==> src/rtl/dvb_s2_enc_frame_sched.sv <==
// ============================================================================
// Module  : dvb_s2_enc_frame_sched
// Brief   : Round-robin BBFRAME scheduler sharing the encoder AXIS byte input.
// Revision: 1.0 - initial release
// ============================================================================
`default_nettype none

module dvb_s2_enc_frame_sched #(
    parameter int pN_REQ = 4,
    parameter int pLEN_W = 13,
    parameter int pACM_W = 9
) (
    input  logic                     iclk,
    input  logic                     ireset,
    input  logic [pN_REQ-1:0]        ireq,
    input  logic [pN_REQ*pACM_W-1:0] ireq_acm,
    input  logic [pN_REQ*pLEN_W-1:0] ireq_len,
    output logic [pN_REQ-1:0]        oack,
    input  logic [pN_REQ-1:0]        ival,
    input  logic [pN_REQ*8-1:0]      idat,
    output logic [pN_REQ-1:0]        ordy,
    input  logic                     ienc_busy,
    output logic                     m_axis_tvalid,
    output logic [7:0]               m_axis_tdata,
    output logic                     m_axis_tlast,
    output logic [7:0]               m_axis_tid,
    output logic [pACM_W-1:0]        m_axis_tuser,
    input  logic                     m_axis_tready,
    output logic                     obusy,
    output logic                     oframe_done,
    output logic                     olen_err
);

    localparam int IDX_W = (pN_REQ > 1) ? $clog2(pN_REQ) : 1;

    typedef enum logic [1:0] {
        ST_IDLE  = 2'd0,
        ST_GRANT = 2'd1,
        ST_XFER  = 2'd2,
        ST_GAP   = 2'd3
    } state_t;

    state_t              state_q, state_d;
    logic [IDX_W-1:0]    ptr_q, ptr_d;
    logic [IDX_W-1:0]    sel_q, sel_d;
    logic [pLEN_W-1:0]   len_q, len_d;
    logic [pLEN_W-1:0]   cnt_q, cnt_d;
    logic [pACM_W-1:0]   acm_q, acm_d;
    logic [pN_REQ-1:0]   ack_q, ack_d;
    logic                done_q, done_d;
    logic                lerr_q, lerr_d;

    logic                w_found;
    logic [IDX_W-1:0]    w_pick;
    logic [IDX_W-1:0]    w_idx;
    logic [IDX_W-1:0]    w_ptr_nxt;
    logic                w_xfer;
    logic                w_last;
    logic                w_hs;

    // First pending request at or after the priority pointer, wrapping modulo pN_REQ.
    always_comb begin
        w_found = 1'b0;
        w_pick  = ptr_q;
        w_idx   = '0;
        for (int i = 0; i < pN_REQ; i++) begin
            w_idx = IDX_W'((int'(ptr_q) + i) % pN_REQ);
            if (!w_found && ireq[w_idx]) begin
                w_found = 1'b1;
                w_pick  = w_idx;
            end
        end
    end

    assign w_ptr_nxt = (sel_q == IDX_W'(pN_REQ - 1)) ? '0 : sel_q + IDX_W'(1);
    assign w_xfer    = (state_q == ST_XFER);
    assign w_last    = (cnt_q == len_q - pLEN_W'(1));
    assign w_hs      = m_axis_tvalid & m_axis_tready;

    always_comb begin
        state_d = state_q;
        ptr_d   = ptr_q;
        sel_d   = sel_q;
        len_d   = len_q;
        acm_d   = acm_q;
        cnt_d   = cnt_q;
        ack_d   = '0;
        done_d  = 1'b0;
        lerr_d  = 1'b0;
        case (state_q)
            ST_IDLE: begin
                if (!ienc_busy && w_found) begin
                    sel_d         = w_pick;
                    len_d         = ireq_len[w_pick*pLEN_W +: pLEN_W];
                    acm_d         = ireq_acm[w_pick*pACM_W +: pACM_W];
                    ack_d[w_pick] = 1'b1;
                    state_d       = ST_GRANT;
                end
            end
            ST_GRANT: begin
                if (len_q == '0) begin
                    lerr_d  = 1'b1;
                    ptr_d   = w_ptr_nxt;
                    state_d = ST_IDLE;
                end else begin
                    cnt_d   = '0;
                    state_d = ST_XFER;
                end
            end
            ST_XFER: begin
                if (w_hs) begin
                    cnt_d = cnt_q + pLEN_W'(1);
                    if (w_last) begin
                        done_d  = 1'b1;
                        ptr_d   = w_ptr_nxt;
                        state_d = ST_GAP;
                    end
                end
            end
            ST_GAP:  state_d = ST_IDLE;
            default: state_d = ST_IDLE;
        endcase
    end

    always_ff @(posedge iclk) begin
        if (ireset) begin
            state_q <= ST_IDLE;
            ptr_q   <= '0;
            sel_q   <= '0;
            len_q   <= '0;
            acm_q   <= '0;
            cnt_q   <= '0;
            ack_q   <= '0;
            done_q  <= 1'b0;
            lerr_q  <= 1'b0;
        end else begin
            state_q <= state_d;
            ptr_q   <= ptr_d;
            sel_q   <= sel_d;
            len_q   <= len_d;
            acm_q   <= acm_d;
            cnt_q   <= cnt_d;
            ack_q   <= ack_d;
            done_q  <= done_d;
            lerr_q  <= lerr_d;
        end
    end

    // Byte path is a pure pass-through from the granted requester during XFER.
    always_comb begin
        ordy = '0;
        if (w_xfer) begin
            ordy[sel_q] = m_axis_tready;
        end
    end

    assign m_axis_tvalid = w_xfer & ival[sel_q];
    assign m_axis_tdata  = w_xfer ? idat[sel_q*8 +: 8] : 8'd0;
    assign m_axis_tlast  = w_xfer & w_last;
    assign m_axis_tid    = (state_q != ST_IDLE) ? 8'(sel_q) : 8'd0;
    assign m_axis_tuser  = (state_q != ST_IDLE) ? acm_q : '0;
    assign obusy         = (state_q != ST_IDLE);
    assign oack          = ack_q;
    assign oframe_done   = done_q;
    assign olen_err      = lerr_q;

endmodule

`default_nettype wire

==> config.mk <==
export PLATFORM = sky130hd
export DESIGN_NAME = dvb_s2_enc_frame_sched
export DESIGN_NICKNAME = d
export VERILOG_FILES = /design/src/rtl/dvb_s2_enc_frame_sched.sv
export SDC_FILE = /design/constraint.sdc
export NUM_CORES = 1
export LEC_CHECK = 0
export ABC_AREA = 1
export CAP_MARGIN = 0
export CORE_UTILIZATION = 48
export CTS_CLUSTER_DIAMETER = 40
export CTS_CLUSTER_SIZE = 12
export DETAILED_ROUTE_END_ITERATION = 6
export PLACE_DENSITY = 0.88
export SKIP_CTS_REPAIR_TIMING = 1
export SYNTH_ARGS = -nofsm -noshare
export SYNTH_HDL_FRONTEND = slang
export SYNTH_SLANG_ARGS = --single-unit
==> constraint.sdc <==
create_clock -name iclk -period 5.45 [get_ports iclk]
set_input_delay 1.09 -clock iclk [delete_from_list [all_inputs] [get_ports iclk]]
set_output_delay 1.09 -clock iclk [all_outputs]
set_load 0.02 [all_outputs]
==> summary.txt <==
Synthesis
  – Post-synth ARST share: 0%
  – Sequential fraction of the synthesis area: 22.1%
  – Most common cell in the netlist: nand2_1
  – Mapped Area: ~4300 um2
  – Yosys reg bits: between 40 and 50
  – Cells after Synth: 773
  – Synth top area cells: nand2_1 (24%), dfxtp_1 (22%), nand3_1 (11%), nor2_1 (7.6%), inv_1 (6.8%)
  – Predominant post-synthesis flop cell: dfxtp_1
  – Distinct cell type count after synthesis: 30
  – Number of enable flip-flop cells after synthesis: 0
  – Post-synth top cells: nand2_1 (274), nand3_1 (96), nor2_1 (86)
  – Syn Area/Cell: 5.50 um2
  – Largest area contributor in the netlist: nand2_1
  – Post-synth top area share: 24.2%
  – Yosys Warn Count: 0

STA
  – Slew Viols, Final: 0
  – Final period utilization: slightly above 70%
  – Actual slew at the worst max-slew pin: 997 ps
  – Setup violations, final: 0
  – Layout Skew: roughly 17 ps
  – Fin. Hold Viols: 0
  – Slew HR: 33.3%
  – Fmax: 261 MHz
  – RSZ-0062 raised after global routing: no
  – Post-layout min period: around 3800 ps
  – Setup TNS: 0 ps

Die
  – Die Footprint: 9240 um2
  – Die Wd: around 96 um
  – Starting density of the core: 50.7%
  – Die height: 96.1 um
  – Ports: 170
  – Core Region: 8380 um2
  – # rows: 33

Power and ir drop
  – Seq pwr share: 29.2%
  – PD cells: 249 nW/um2
  – Peak supply drop: 165 uV
  – LEAKAGE: 0.00279 uW
  – Switching power: 670 uW
  – Logic pwr share: 56.5%
  – Int Power: 796 uW
  – Sw frac: 45.7%
  – Clock power frac: 14.3%

Placement
  – Hpwl dp: 9.85 mm
  – Gp weighted congestion: 0.919
  – Placed inst area: 5810 um2
  – IO buf count: 163

Cells and area
  – Layout Cell Area excl Fill: 5900 um2
  – Nets: 1047
  – Share of post-route cells with drive strength above 1: 4.29%
  – Ant diodes: 0
  – Synth-to-Final Area Change: 38.7%

Worst hold path
  – Hold WC Path Type: register to register

Global route
  – Congestion Overflow GR: 0
  – First-pass GRT wire length: roughly 20 mm
  – Antenna violations before repair: 0
  – Vias in the first global route: 4615
  – Largest net degree at the start of global routing: 49
  – Gr busiest metal: met2
  – Total track usage: 27.8%
  – Met2 GRT Util: 49.9%
  – M3 GR Usage: 5.77%
  – GR Layer Usage met1: 33.4%

Setup path
  – CP delay by family, top: simple AND/OR/NAND/NOR gates
  – Worst-path cell chain: clkdlybuf4s50_1 > nand2_1 > nand2_1 > nand2_1 > nand2_1 > nor2_4 > nand4_4 > nand2_2 > nand2_1 > nand2_1 > nand2_1 > nand3_1 > nand2_1 > inv_1
  – Buf+Inv Stages, Crit Path: 2
  – Critical path's slowest cell: nand2_2
  – Worst setup path startpoint: ireq[1]
  – Crit Reg-Reg Startpoint: ptr_q[0]$_SDFFE_PP0P_
  – Req. time, crit path: roughly 5700 ps
  – Crit. End Element: register
  – Cell mode on critical path: nand2_1
  – Crit path arrival time: 4080 ps
  – Worst Setup Start Kind: input port
  – Critical-path maximum fanout: 48
  – CP Class: input port to register
  – Max incr delay on CP: about 960 ps

Clock tree
  – Clk sink count: 47
  – CTS max path bufs: 2
  – Clock transition at the registers of the reported paths: 80 ps
  – Worst-skew pair later-pin latency: approximately 310 ps
  – TritonCTS Buffers: 5
  – H-tree level count: 2
  – CTS root buf: clkbuf_8
  – CTS tree: yes

Route
  – Final WL: 12.9 mm
  – DR vias: 5280
  – Violation count after the first detailed-route iteration: 348
  – WL/cell: between 10 and 15 um
  – Final ANT Viol Nets: 0
  – Post-DR vias/cell: 5.21
  – DRC violations left: 0
  – Pre-Repair DR Iteration Count: 5

Flow run
  – MaxCap Viol Count: 0

Run status
  – Status: finished clean
## flip-flops by register name, summed over array words and instances (netlist names), named ones only
register     flops
cnt_q           13
len_q           13
acm_q            9
oack             4
ptr_q            2
sel_q            2
oframe_done      1
olen_err         1
state_q          1
## power groups by stage
| stage | Combinational [uW] | Clock (uW) | Sequential (uW) |
|---|---|---|---|
| after floorplan | 594 | 0 | 418 |
| after global placement | 796 | 0 | 434 |
| after detailed placement | 815 | 0 | 436 |
| after CTS | 820 | 213 | 428 |
| after global routing | 931 | 228 | 435 |
| final | 828 | 210 | 428 |
## routing by layer
metal,routed length [um],up-vias
met5,0,-
met4,269,0
met3,1280,23
met2,6260,269
met1,5110,2306
li1,-,2682
## worst paths after layout
path                                           endpoint  cells after the start  slack (ps)
worst max register to register   len_q[12]$_SDFFE_PP0P_                     14        2030
worst min-delay path            state_q[0]$_SDFFE_PP0P_                      1         500
worst max-delay path             len_q[12]$_SDFFE_PP0P_                     14        1610
worst min register to register  state_q[0]$_SDFFE_PP0P_                      1         500
## cells by family after synthesis
group,share of synthesized area (%)
xor+xnor,2.27
compound gates,8.83
buf+inv,12.8
fa+ha+maj,2.06
other cells,0.0882
simple gates,51.8
flops,22.1
## cell type report
| type | count | area [um2] |
|---|---|---|
| fill | 749 | 2490 |
| inverter | 83 | 314 |
| clock buffer | 6 | 72.6 |
| multi-input combinational | 607 | 2790 |
| tap | 105 | 131 |
| clock inverter | 2 | 12.5 |
| sequential | 47 | 941 |
| timing repair buffer | 164 | 1640 |
## cells in the final DEF (no fill, tap or decap), drive strengths merged
cell,Yosys,routed
nand2,295,295
clkdlybuf4s50,0,163
nand3,97,97
nor2,88,88
inv,81,81
a21oi,47,47
dfxtp,47,47
o21ai,25,25
nor3,14,14
xor2,9,9
nand4,9,9
ha,7,7
conb,1,6
clkbuf,11,6
nand3b,3,3
clkinv,2,3
xnor2,2,2
o21a,2,2
nor4,2,2
or2,1,1
clkinvlp,0,1
buf,30,1
## through the flow
stage / hold slack [ps] / total power [uW] / util [%] / std cells / worst slack (ps)
after floorplan: 452 / 1010 / - / 778 / 2700
after global placement: 468 / 1230 / 69.3 / 1006 / 1510
after detailed placement: 483 / 1250 / 69.3 / 1006 / 1370
after CTS: 494 / 1460 / 70.3 / 1014 / 1680
after global routing: 547 / 1590 / 70.3 / 1014 / 1370
final: 497 / 1470 / 70.3 / 1014 / 1610
No activity file was read; power rests on OpenSTA's default activity.
